### src/rtl/audio_tone_scheduler.sv
`timescale 1ns/1ps
// Stereo tone sequencer: shares one sine ROM between two phase
// accumulators and presents attenuated sample pairs downstream.
module audio_tone_scheduler #(
   parameter int ADDR_WIDTH = 10,
   parameter int DATA_WIDTH = 16
) (
   input  logic                  clk_audio,
   input  logic                  reset,
   input  logic                  enable,
   input  logic                  sample_tick,
   input  logic [ADDR_WIDTH-1:0] step_l,
   input  logic [ADDR_WIDTH-1:0] step_r,
   input  logic [3:0]            atten_l,
   input  logic [3:0]            atten_r,
   output logic                  rom_en,
   output logic [ADDR_WIDTH-1:0] rom_addr,
   input  logic [DATA_WIDTH-1:0] rom_data,
   output logic                  out_valid,
   input  logic                  out_ready,
   output logic [DATA_WIDTH-1:0] out_left,
   output logic [DATA_WIDTH-1:0] out_right,
   output logic                  overrun
);

   typedef enum logic [2:0] {
      IDLE,
      RD_L,
      RD_R,
      CAP_R,
      PRESENT
   } state_t;

   state_t state, state_nxt;

   logic                         start;
   logic [ADDR_WIDTH-1:0]        phase_l, phase_r;
   logic [ADDR_WIDTH-1:0]        stp_l, stp_r;
   logic [3:0]                   atn_l, atn_r;
   logic signed [DATA_WIDTH-1:0] rd_s, sh_l, sh_r, cap_l;

   assign start = sample_tick && enable;
   assign rd_s  = rom_data;
   assign sh_l  = rd_s >>> atn_l;
   assign sh_r  = rd_s >>> atn_r;

   assign out_valid = (state == PRESENT);

   always_ff @(posedge clk_audio) begin
      if (reset) state <= IDLE;
      else       state <= state_nxt;
   end

   always_comb begin
      state_nxt = state;
      unique case (state)
         IDLE:    if (start) state_nxt = RD_L;
         RD_L:    state_nxt = RD_R;
         RD_R:    state_nxt = CAP_R;
         CAP_R:   state_nxt = PRESENT;
         PRESENT: if (out_ready) state_nxt = IDLE;
         default: state_nxt = IDLE;
      endcase
   end

   always_ff @(posedge clk_audio) begin
      if (reset) begin
         rom_en    <= 1'b0;
         rom_addr  <= '0;
         phase_l   <= '0;
         phase_r   <= '0;
         stp_l     <= '0;
         stp_r     <= '0;
         atn_l     <= '0;
         atn_r     <= '0;
         cap_l     <= '0;
         out_left  <= '0;
         out_right <= '0;
         overrun   <= 1'b0;
      end else begin
         if (state == IDLE && start) begin
            stp_l <= step_l;
            stp_r <= step_r;
            atn_l <= atten_l;
            atn_r <= atten_r;
         end

         // Address is staged one cycle ahead so the ROM sees a registered strobe.
         rom_en <= (state_nxt == RD_L) || (state_nxt == RD_R);
         if (state_nxt == RD_L)      rom_addr <= phase_l;
         else if (state_nxt == RD_R) rom_addr <= phase_r;
         else                        rom_addr <= '0;

         if (state == RD_R) begin
            cap_l   <= sh_l;
            phase_l <= phase_l + stp_l;
         end

         // Both outputs move together on entry to PRESENT.
         if (state == CAP_R) begin
            out_left  <= cap_l;
            out_right <= sh_r;
            phase_r   <= phase_r + stp_r;
         end

         if (sample_tick && state != IDLE) overrun <= 1'b1;
      end
   end

endmodule

### config.mk
export PLATFORM = sky130hd
export DESIGN_NAME = audio_tone_scheduler
export DESIGN_NICKNAME = d
export VERILOG_FILES = /design/src/rtl/audio_tone_scheduler.sv
export SDC_FILE = /design/constraint.sdc
export NUM_CORES = 1
export LEC_CHECK = 0
export ABC_AREA = 1
export CAP_MARGIN = 40
export CORE_AREA = 2 2 87 123
export CTS_CLUSTER_SIZE = 16
export DETAILED_ROUTE_END_ITERATION = 8
export DIE_AREA = 0 0 89 125
export DONT_BUFFER_PORTS = 1
export PLACE_DENSITY = 0.85
export SLEW_MARGIN = 10
export SYNTH_ARGS = -nofsm -noshare
export SYNTH_HDL_FRONTEND = slang
export SYNTH_SLANG_ARGS = --single-unit
### constraint.sdc
create_clock -name clk_audio -period 5.32 [get_ports clk_audio]
set_input_delay 0.798 -clock clk_audio [delete_from_list [all_inputs] [get_ports clk_audio]]
set_output_delay 0.798 -clock clk_audio [all_outputs]
set_load 0.1 [all_outputs]
==> Word-level counts from Yosys, hierarchy flattened <==
Cells that the tools add are included.
{ "totals": {"ff_bits": 111, "latchBits": 0, "mem_bits_rw": 0, "romBits": 0, "input_bits": 49, "output_inout_bits": 45, "wordCells": 34, "n_memories": 0} }
{ "classes": {"addsub": 2, "mul": 0, "div_mod_pow": 0, "magnitude_cmp": 0, "n_eq_ne": 6, "shift": 2, "mux": 5, "n_bitwise": 0, "n_reduce_logical": 6} }
{ "op_table": {"columns": ["cell", "n"], "rows": [
  [">>> shifter 16 x 4 -> 16 bit", 2],
  ["adder 10 bit", 2],
  ["2-to-1 mux 10 bit", 2],
  ["one-hot mux 3 bit (5 select lines)", 1],
  ["equality test 3 x 2 -> 1 bit, second input constant", 3],
  ["equality test 3 x 1 -> 1 bit, second input constant", 2],
  ["2-to-1 mux 3 bit", 2],
  ["equality test 3 bit, second input constant", 1],
  ["logical AND 1 bit", 3],
  ["logical NOT 3 bit", 1],
  ["nonzero test 3 bit", 1],
  ["logical OR 1 bit", 1]
]} }

==> Depth between registers and ports, before layout <==
Gate-level depths: netlist (run 1).
{ "depth": {"ltp_word": 6, "ltp_mapped": 11, "ltp_nobuf": 11} }

==> Worst setup path after synthesis (run 1) <==
Ideal clock, no wire load.
{ "synth_timing": {"kind": "register to output", "start": "register state[1]", "end": "output port out_valid", "t_arrival_ns": 2.466, "required_time_ns": 4.522, "setup_slack_ns": 2.056, "stages_incl_launch_ff": 2, "path_buffers": 0, "path_cell_list": "dfxtp_1 > nor3_1"} }
{ "synth_between": {"elab_chain_cells": 1} }
{ "synth_rtl": {"columns": ["element", "line", "source"], "rows": [
  ["start: declaration", "34", "state_t state, state_nxt;"],
  ["start signal: assignment", "51", "else state <= state_nxt;"],
  ["equality test 3 bit", "47", "assign out_valid = (state == PRESENT);"],
  ["end: declaration", "19", "output logic out_valid,"]
]} }
No other way between the ends.

==> Final worst setup path (run 1) <==
{ "layout_timing": {"start": "register state[1]", "end": "register phase_r[5]"} }
{ "layout_between": {"elab_chain_cells": 1} }
{ "layout_rtl": {"columns": ["element", "line", "source"], "rows": [
  ["equality test 3 x 2 -> 1 bit", "100", "if (state == CAP_R) begin"],
  ["end signal: assignment", "103", "phase_r <= phase_r + stp_r;"],
  ["end: declaration", "37", "logic [ADDR_WIDTH-1:0] phase_l, phase_r;"]
]} }
No other way between the ends.
A chain may end at the register's enable or synchronous reset.

==> results of run 1 <==
==> sequential cells by signal, indices dropped and copies added, names as in the netlist <==
name and flops:
atn_l 4, atn_r 4, cap_l 16, out_left 16
out_right 16, overrun 1, phase_l 10, phase_r 10
rom_addr 10, rom_en 1, state 3, stp_l 10
stp_r 10
==> routing by layer <==
metal / vias to the layer above / share of wire / track usage
met5: - / 0 / 0
met3: 47 / 0.068 / 0.0693
met1: 2715 / 0.38 / 0.345
li1: 2965 / - / -
met2: 210 / 0.52 / 0.518
met4: 0 / 0.035 / 0.119
==> worst max-delay path: cells and delay by family (launching register included) <==
kind | cells | cell delay [ps]
flops | 1 | 450
buf+inv | 2 | 850
simple gates | 3 | 750
==> where the power goes <==
group          leakage (nW)  switching, W  internal [W]  total (W)
Sequential            0.901     0.0000466      0.000870   0.000917
Combinational          2.10      0.000237      0.000117   0.000354
Clock                 0.136      0.000334      0.000328   0.000662
==> cell usage in the layout, fill, tap and decap left out, types with 3 or more instances in the layout <==
master / netlist / final
a21oi_1: 82 / 82
buf_16: 0 / 14
buf_8: 0 / 31
clkbuf_16: 0 / 9
dfxtp_1: 111 / 111
ha_1: 18 / 18
inv_1: 60 / 60
inv_2: 5 / 5
nand2_1: 267 / 267
nand3_1: 100 / 100
nand4_1: 3 / 3
nor2_1: 89 / 89
o211ai_1: 6 / 6
o21a_1: 7 / 7
o21ai_0: 70 / 70
o21ai_1: 5 / 5
o21bai_1: 4 / 4
xor2_1: 7 / 7
==> final cells by class <==
cell class	instances	area [um2]
Multi-Input combinational cell	676	3220
Fill cell	840	3090
Sequential cell	111	2220
Timing Repair Buffer	49	882
Inverter	67	253
Clock buffer	9	225
Tap cell	138	173
Clock inverter	7	63.8
==> path summary, 6_finish.rpt <==
check | from | to | slack (ps) | depth (start not counted)
max | state[1]$_SDFF_PP0_ | phase_r[5]$_SDFFE_PP0N_ | 3160 | 5
min | cap_l[15]$_SDFFE_PP0N_ | out_left[15]$_SDFFE_PP0N_ | 470 | 2
max reg2reg | state[1]$_SDFF_PP0_ | phase_r[5]$_SDFFE_PP0N_ | 3160 | 5
min reg2reg | cap_l[15]$_SDFFE_PP0N_ | out_left[15]$_SDFFE_PP0N_ | 470 | 2
==> cell families (layout without fill, tap and decap cells) <==
kind of cell,after synthesis,count (layout),share of synthesized area
adders and majority gates,20,20,0.0448
AOI/OAI and AO/OA,180,180,0.162
DFF,111,111,0.375
buffers and inverters,113,132,0.0823
xor gates and xnor gates,8,8,0.0118
and+or+nand+nor,468,468,0.324
==> stage by stage <==
step | power, W | util | hold WS [ps] | worst slack (ps)
finish | 0.00193 | 0.695 | 466 | 3160
CTS | 0.00194 | 0.695 | 467 | 3180
detailed placement | 0.00128 | 0.667 | 457 | 3060
floorplan | 0.00120 | - | 430 | 2060
global route | 0.00202 | 0.695 | 500 | 2930
global placement | 0.00124 | 0.584 | 448 | 2910
==> out/results.ini, run 1 <==
[global_route]
grt_usage = 0.298
grt_overflow = 0
grt_pass1_wl_mm = 26.5
grt_pass1_vias = 5695
antenna_found_initial = 0
grt_max_degree = 51

[route]
vias_per_cell = 5.62
first_pass_iters = 7
route.vias.total = 5937
drt_wl_total_mm = 16.2
postRouteAntennaNets = 0
drt_iter0_drc = 336
drc = 0
wl_per_cell_um = 15.4

[timing]
rsz0062_at_grt = no
fin_setup_tns_ps = 0
slew_violations = 0
max-slew-margin-rel = 0.420
hold_violations = 0
tightestPinTransition_ps = 868
finalClockSkew_ps = 12.6
finalSetupViolations = 0
fmax_ghz = 0.463
timing.final.crit_share = 0.406
fin_crit_ps = 2160

[floorplanning]
dieArea_um2 = 11100
rows = 44
die_w_um = 89
io-pin-count = 94
fp.dieH_um = 125
core_um2 = 10100
initial_utilization = 0.585

[logic_synthesis]
ys_types = 36
synthMostInstantiatedCell = nand2_1
yosys.area.top_type = dfxtp_1
synth.net_count = 969
synthArstFlopShare = 0
synth-seq-cells = 111
synth_area_leaders = dfxtp_1, nand2_1, nand3_1
seq_area_frac_synth = 0.375
synth.avg_cell_area_um2 = 6.59
netlist.area_leader.share = 0.375
ys_warn_count = 0
synth_ff_type = dfxtp_1
ys_top_cells_by_count = nand2_1, dfxtp_1, nand3_1
synth_area_um2 = 5930
synth_edf_count = 0
synthCells = 900

[layout]
stdcell_area_um2 = 7040
finalNonFillerCells = 1057
layout-drive-gt1-share = 0.0860
fin_nets = 983
antenna_cells = 0
synthToLayoutAreaGrowth_pct = 18.8

[placement]
place_inst = 1041
io_buffers = 0
gp_congestion = 0.922
dpl.hpwl_mm = 11.4
postPlaceCellArea_um2 = 6750

[setup_path]
crit_slowest_cell = inv_2
cp.arrival_ps = 2420
path_cells = nand3_2 > inv_2 > nand3_1 > nand2_1 > inv_1
startpoint_type = flip-flop
cpPeakStageDelay_ps = 810
end_kind = flip-flop
critPathMaxFanout = 50
worstSetupPathType = flip-flop to flip-flop
critical_path_required_ps = 5580

[clock_tree]
path_clk_slew_ps = 80
cts_buffers = 9
root_buffer = clkbuf_16
cts_tree = done
cts.sinks = 111
clockBufferDepth = 2
post-cts-setup-buffers = 0
cts_resized = 0
clock_latency_ps = 360
h-tree-depth = 3
hold_buffers = 0

[pwr]
leakagePower_nw = 3.14
peakVddDrop_mv = 0.158
power_density_nw_per_um2 = 275

[worst_hold_path]
hp-class = flip-flop to flip-flop

[status]
status = finished, final reports clean

[job]
maxCapViolations = 0

(Power assumes the default switching activity.)
==> run 2, diff against run 1 <==
--- a/config.mk
+++ b/config.mk
@@ -5,12 +5,12 @@
 export SDC_FILE = /design/constraint.sdc
 export NUM_CORES = 1
 export LEC_CHECK = 0
-export ABC_AREA = 1
+export ABC_AREA = 0
 export CAP_MARGIN = 40
-export CORE_AREA = 2 2 87 123
+export CORE_AREA = 2 2 90 127
 export CTS_CLUSTER_SIZE = 16
 export DETAILED_ROUTE_END_ITERATION = 8
-export DIE_AREA = 0 0 89 125
+export DIE_AREA = 0 0 92 129
 export DONT_BUFFER_PORTS = 1
 export PLACE_DENSITY = 0.85
 export SLEW_MARGIN = 10
==> constraint.sdc (replaced) <==
create_clock -name clk_audio -period 1.8 [get_ports clk_audio]
set_input_delay 0.27 -clock clk_audio [delete_from_list [all_inputs] [get_ports clk_audio]]
set_output_delay 0.27 -clock clk_audio [all_outputs]
set_load 0.1 [all_outputs]
==> run 2 against run 1 <==
The flow now finishes with violations (setup timing). Global-route usage down 0.53 points. Wire length grew 8.3%. Combinational power rose to 3.0 times the previous value. Clock-buffer cell count grew 2. Utilization shrank 0.51 points. First-iteration DRC count rose by 24%. Die area rose by 6.7%. Clock power rose to 3.1 times the previous value. Worst hold slack got worse by 450 ps. Largest cell class unchanged. Largest power group unchanged.
==> out/results.ini, run 2 <==
[setup_path]
crit_slowest_cell = dfxtp_2
cpPeakStageDelay_ps = 360  ; -450 ps
worstSetupPathType = flip-flop to flip-flop
r2r-start = phase_l[0]$_SDFFE_PP0N_
path_common_cell = buf_4
critPathMaxFanout = 3  ; -94%
end_kind = flip-flop
path_cells = ha_4 > inv_2 > fa_2 > nor2b_2 > o21a_1 > buf_4 > buf_4 > nor3_1 > o31ai_1 > and2_1
cp.arrival_ps = 2230  ; -190 ps
worstRegToRegCells = 10  ; +5
critical_path_required_ps = 2100  ; -3480 ps
crit_start = phase_l[0]$_SDFFE_PP0N_
startpoint_type = flip-flop

[floorplanning]
die_w_um = 92  ; +3.4%
core_um2 = 10700  ; +5.6%
initial_utilization = 0.573  ; -0.0125
dieArea_um2 = 11900  ; +6.7%
rows = 45  ; +2.3%
fp.dieH_um = 129  ; +3.2%
io-pin-count = 94  ; unchanged

[logic_synthesis]
synthMostInstantiatedCell = nand2_1
yosys.area.top_type = dfxtp_1
netlist.area_leader.share = 0.363  ; -0.0122
synth-seq-cells = 111  ; unchanged
synth_ff_type = dfxtp_1
ys_warn_count = 0  ; unchanged
seq_area_frac_synth = 0.363  ; -0.0122
synth.net_count = 802  ; -17%
synthCells = 733  ; -19%
ys_types = 58  ; +61%
synth.avg_cell_area_um2 = 8.36  ; +27%
synth_area_um2 = 6130  ; +3.4%
synthArstFlopShare = 0  ; unchanged
ys_top_cells_by_count = nand2_1, dfxtp_1, a21oi_1
synth_area_leaders = dfxtp_1, nand2_1, mux4_2
synth_edf_count = 0  ; unchanged

[timing]
setup_ws_ps = -133  ; -3290 ps
hold_violations = 0  ; unchanged
tightestPinTransition_ps = 397  ; -471 ps
finalClockSkew_ps = 5.87  ; -6.75 ps
timing.final.crit_share = 1.07  ; +0.668
finalSetupViolations = 7  ; +7
hold_slack_ps = 19.9  ; -446 ps
fin_crit_ps = 1930  ; -229 ps
slew_violations = 0  ; unchanged
fmax_ghz = 0.517  ; +12%
rsz0062_at_grt = yes
max-slew-margin-rel = 0.729  ; +0.308

[layout]
fillers = 791  ; -5.8%
final_cell_mix = nand2_1, buf_4, dfxtp_1
layout-drive-gt1-share = 0.249  ; +0.163
synthToLayoutAreaGrowth_pct = 20.5
area.sequential_um2 = 2240  ; +0.96%
largest_registers = cap_l: 16 flops, out_left: 16 flops, out_right: 16 flops
multiInputGateArea_um2 = 3750  ; +16%
stdcell_area_um2 = 7380  ; +4.8%
antenna_cells = 0  ; unchanged
final_util = 0.690  ; -0.00509
fin_nets = 860  ; -13%
final_common_cell = nand2_1

[worst_hold_path]
hp-class = input port to flip-flop
hp-start = reset
hold_depth = 1  ; -1

[pwr]
p_comb_frac = 0.183  ; about the same
peakVddDrop_mv = 0.530  ; +230%
seqPwrFrac = 0.459  ; -0.015
power_density_nw_per_um2 = 781  ; +180%
pwr-share-clk = 0.358  ; +0.015
p_int_w = 0.00412  ; +210%
p_sw_frac = 0.285  ; -0.0347
leakagePower_nw = 2.81  ; -11%
finalPower_w = 0.00576  ; +200%
switchingPower_w = 0.00164  ; +170%

[clock_tree]
clockBufferDepth = 2  ; unchanged
cts_buffers = 9  ; unchanged
h-tree-depth = 3  ; unchanged
path_clk_slew_ps = 70  ; about the same
cts_tree = done
cts.sinks = 111  ; unchanged
clock_latency_ps = 350  ; about the same
root_buffer = clkbuf_16

[route]
drt_wl_total_mm = 17.6  ; +8.3%
route.vias.total = 5975  ; +0.64%
first_pass_iters = 5  ; -2
wl_per_cell_um = 18.8  ; +22%
drc = 0  ; unchanged
postRouteAntennaNets = 0  ; unchanged
drt_iter0_drc = 417  ; +24%
vias_per_cell = 6.38  ; +14%

[global_route]
grt_pass1_vias = 5979  ; +5.0%
antenna_found_initial = 1  ; +1
grt_overflow = 0  ; unchanged
grt_max_degree = 72  ; +41%
grt_usage = 0.293  ; -0.00533
grt_pass1_wl_mm = 27.8  ; +4.9%

[placement]
postPlaceCellArea_um2 = 6780  ; +0.43%
dpl.hpwl_mm = 11.8  ; +3.8%
place_ws_ps = -227  ; -3290 ps
io_buffers = 0  ; unchanged
gp_congestion = 0.905  ; -1.8%

[status]
status = finished with violations
violations = setup timing

[job]
maxCapViolations = 0  ; unchanged

run 2: cell types whose count changed after synthesis, sizes merged, moves of 14 or more:
cell,previous run,this run
clkbuf,19,34
nand2,267,163
inv,65,12
mux2i,0,25
nor2,90,27
nand3,102,28
mux4,0,20
o21ai,75,24
and3,0,14
run 2: worst max-delay path, delay by kind of cell, from the launching register on:
family                   cells  cell delay [ps]
buffers and inverters        3              230
AO/OA/AOI/OAI                2              470
adder cells (fa/ha/maj)      2              490
AND/OR/NAND/NOR              3              320
flip-flops                   1              360
run 2: kinds of logic after synthesis:
kind of cell    share of synthesized area
compound gates                      0.196
xor+xnor                          0.00429
fa+ha+maj                          0.0433
buf+inv                            0.0551
flops                               0.363
mux                                 0.133
simple gates                        0.205
run 2: area by class of cell:
type	instances	share of cell area
Tap cell	141	0.0239
Timing Repair Buffer	107	0.114
Clock buffer	11	0.0329
Inverter	15	0.00763
Sequential cell	111	0.304
Clock inverter	5	0.00898
Multi-Input combinational cell	547	0.508
run 2: metal layers:
metal | part of all wire | GRT usage | up-vias
met5 | 0.00068 | 0 | -
met4 | 0.062 | 0.180 | 2
met3 | 0.072 | 0.0662 | 101
met2 | 0.52 | 0.541 | 311
met1 | 0.34 | 0.298 | 2792
li1 | - | - | 2769
run 2: path summary, 6_finish.rpt:
| check | slack (ps) | end |
|---|---|---|
| worst max-delay path | -130 | phase_l[4]$_SDFFE_PP0N_ |
| worst min-delay path | 20 | state[2]$_SDFF_PP0_ |
| worst max register to register | -130 | phase_l[4]$_SDFFE_PP0N_ |
| worst min register to register | 460 | out_left[6]$_SDFFE_PP0N_ |
run 2: metrics by stage:
step | TNS (ps) | instances
after floorplan | -58.6 | 733
after global placement | -239 | 906
after detailed placement | -640 | 907
after CTS | -465 | 933
after global routing | -1080 | 937
final | -454 | 937
run 2: power groups by stage:
stage / combinational, W / sequential [W] / clock [W]
floorplan: 0.000690 / 0.00277 / 0
global placement: 0.000940 / 0.00269 / 0
detailed placement: 0.000971 / 0.00270 / 0
CTS: 0.00102 / 0.00264 / 0.00210
global route: 0.00115 / 0.00266 / 0.00216
finish: 0.00106 / 0.00265 / 0.00206
run 2: what timing repair did:
item | CTS | global route
cloned | 0 | 0
hold buffers | 1 | 0
gates resized for setup | 10 | 32
setup endpoints to repair | 11 | 31
hold endpoints to repair | 71 | 0
setup buffers | 9 | 5
pin swaps | 19 | 14
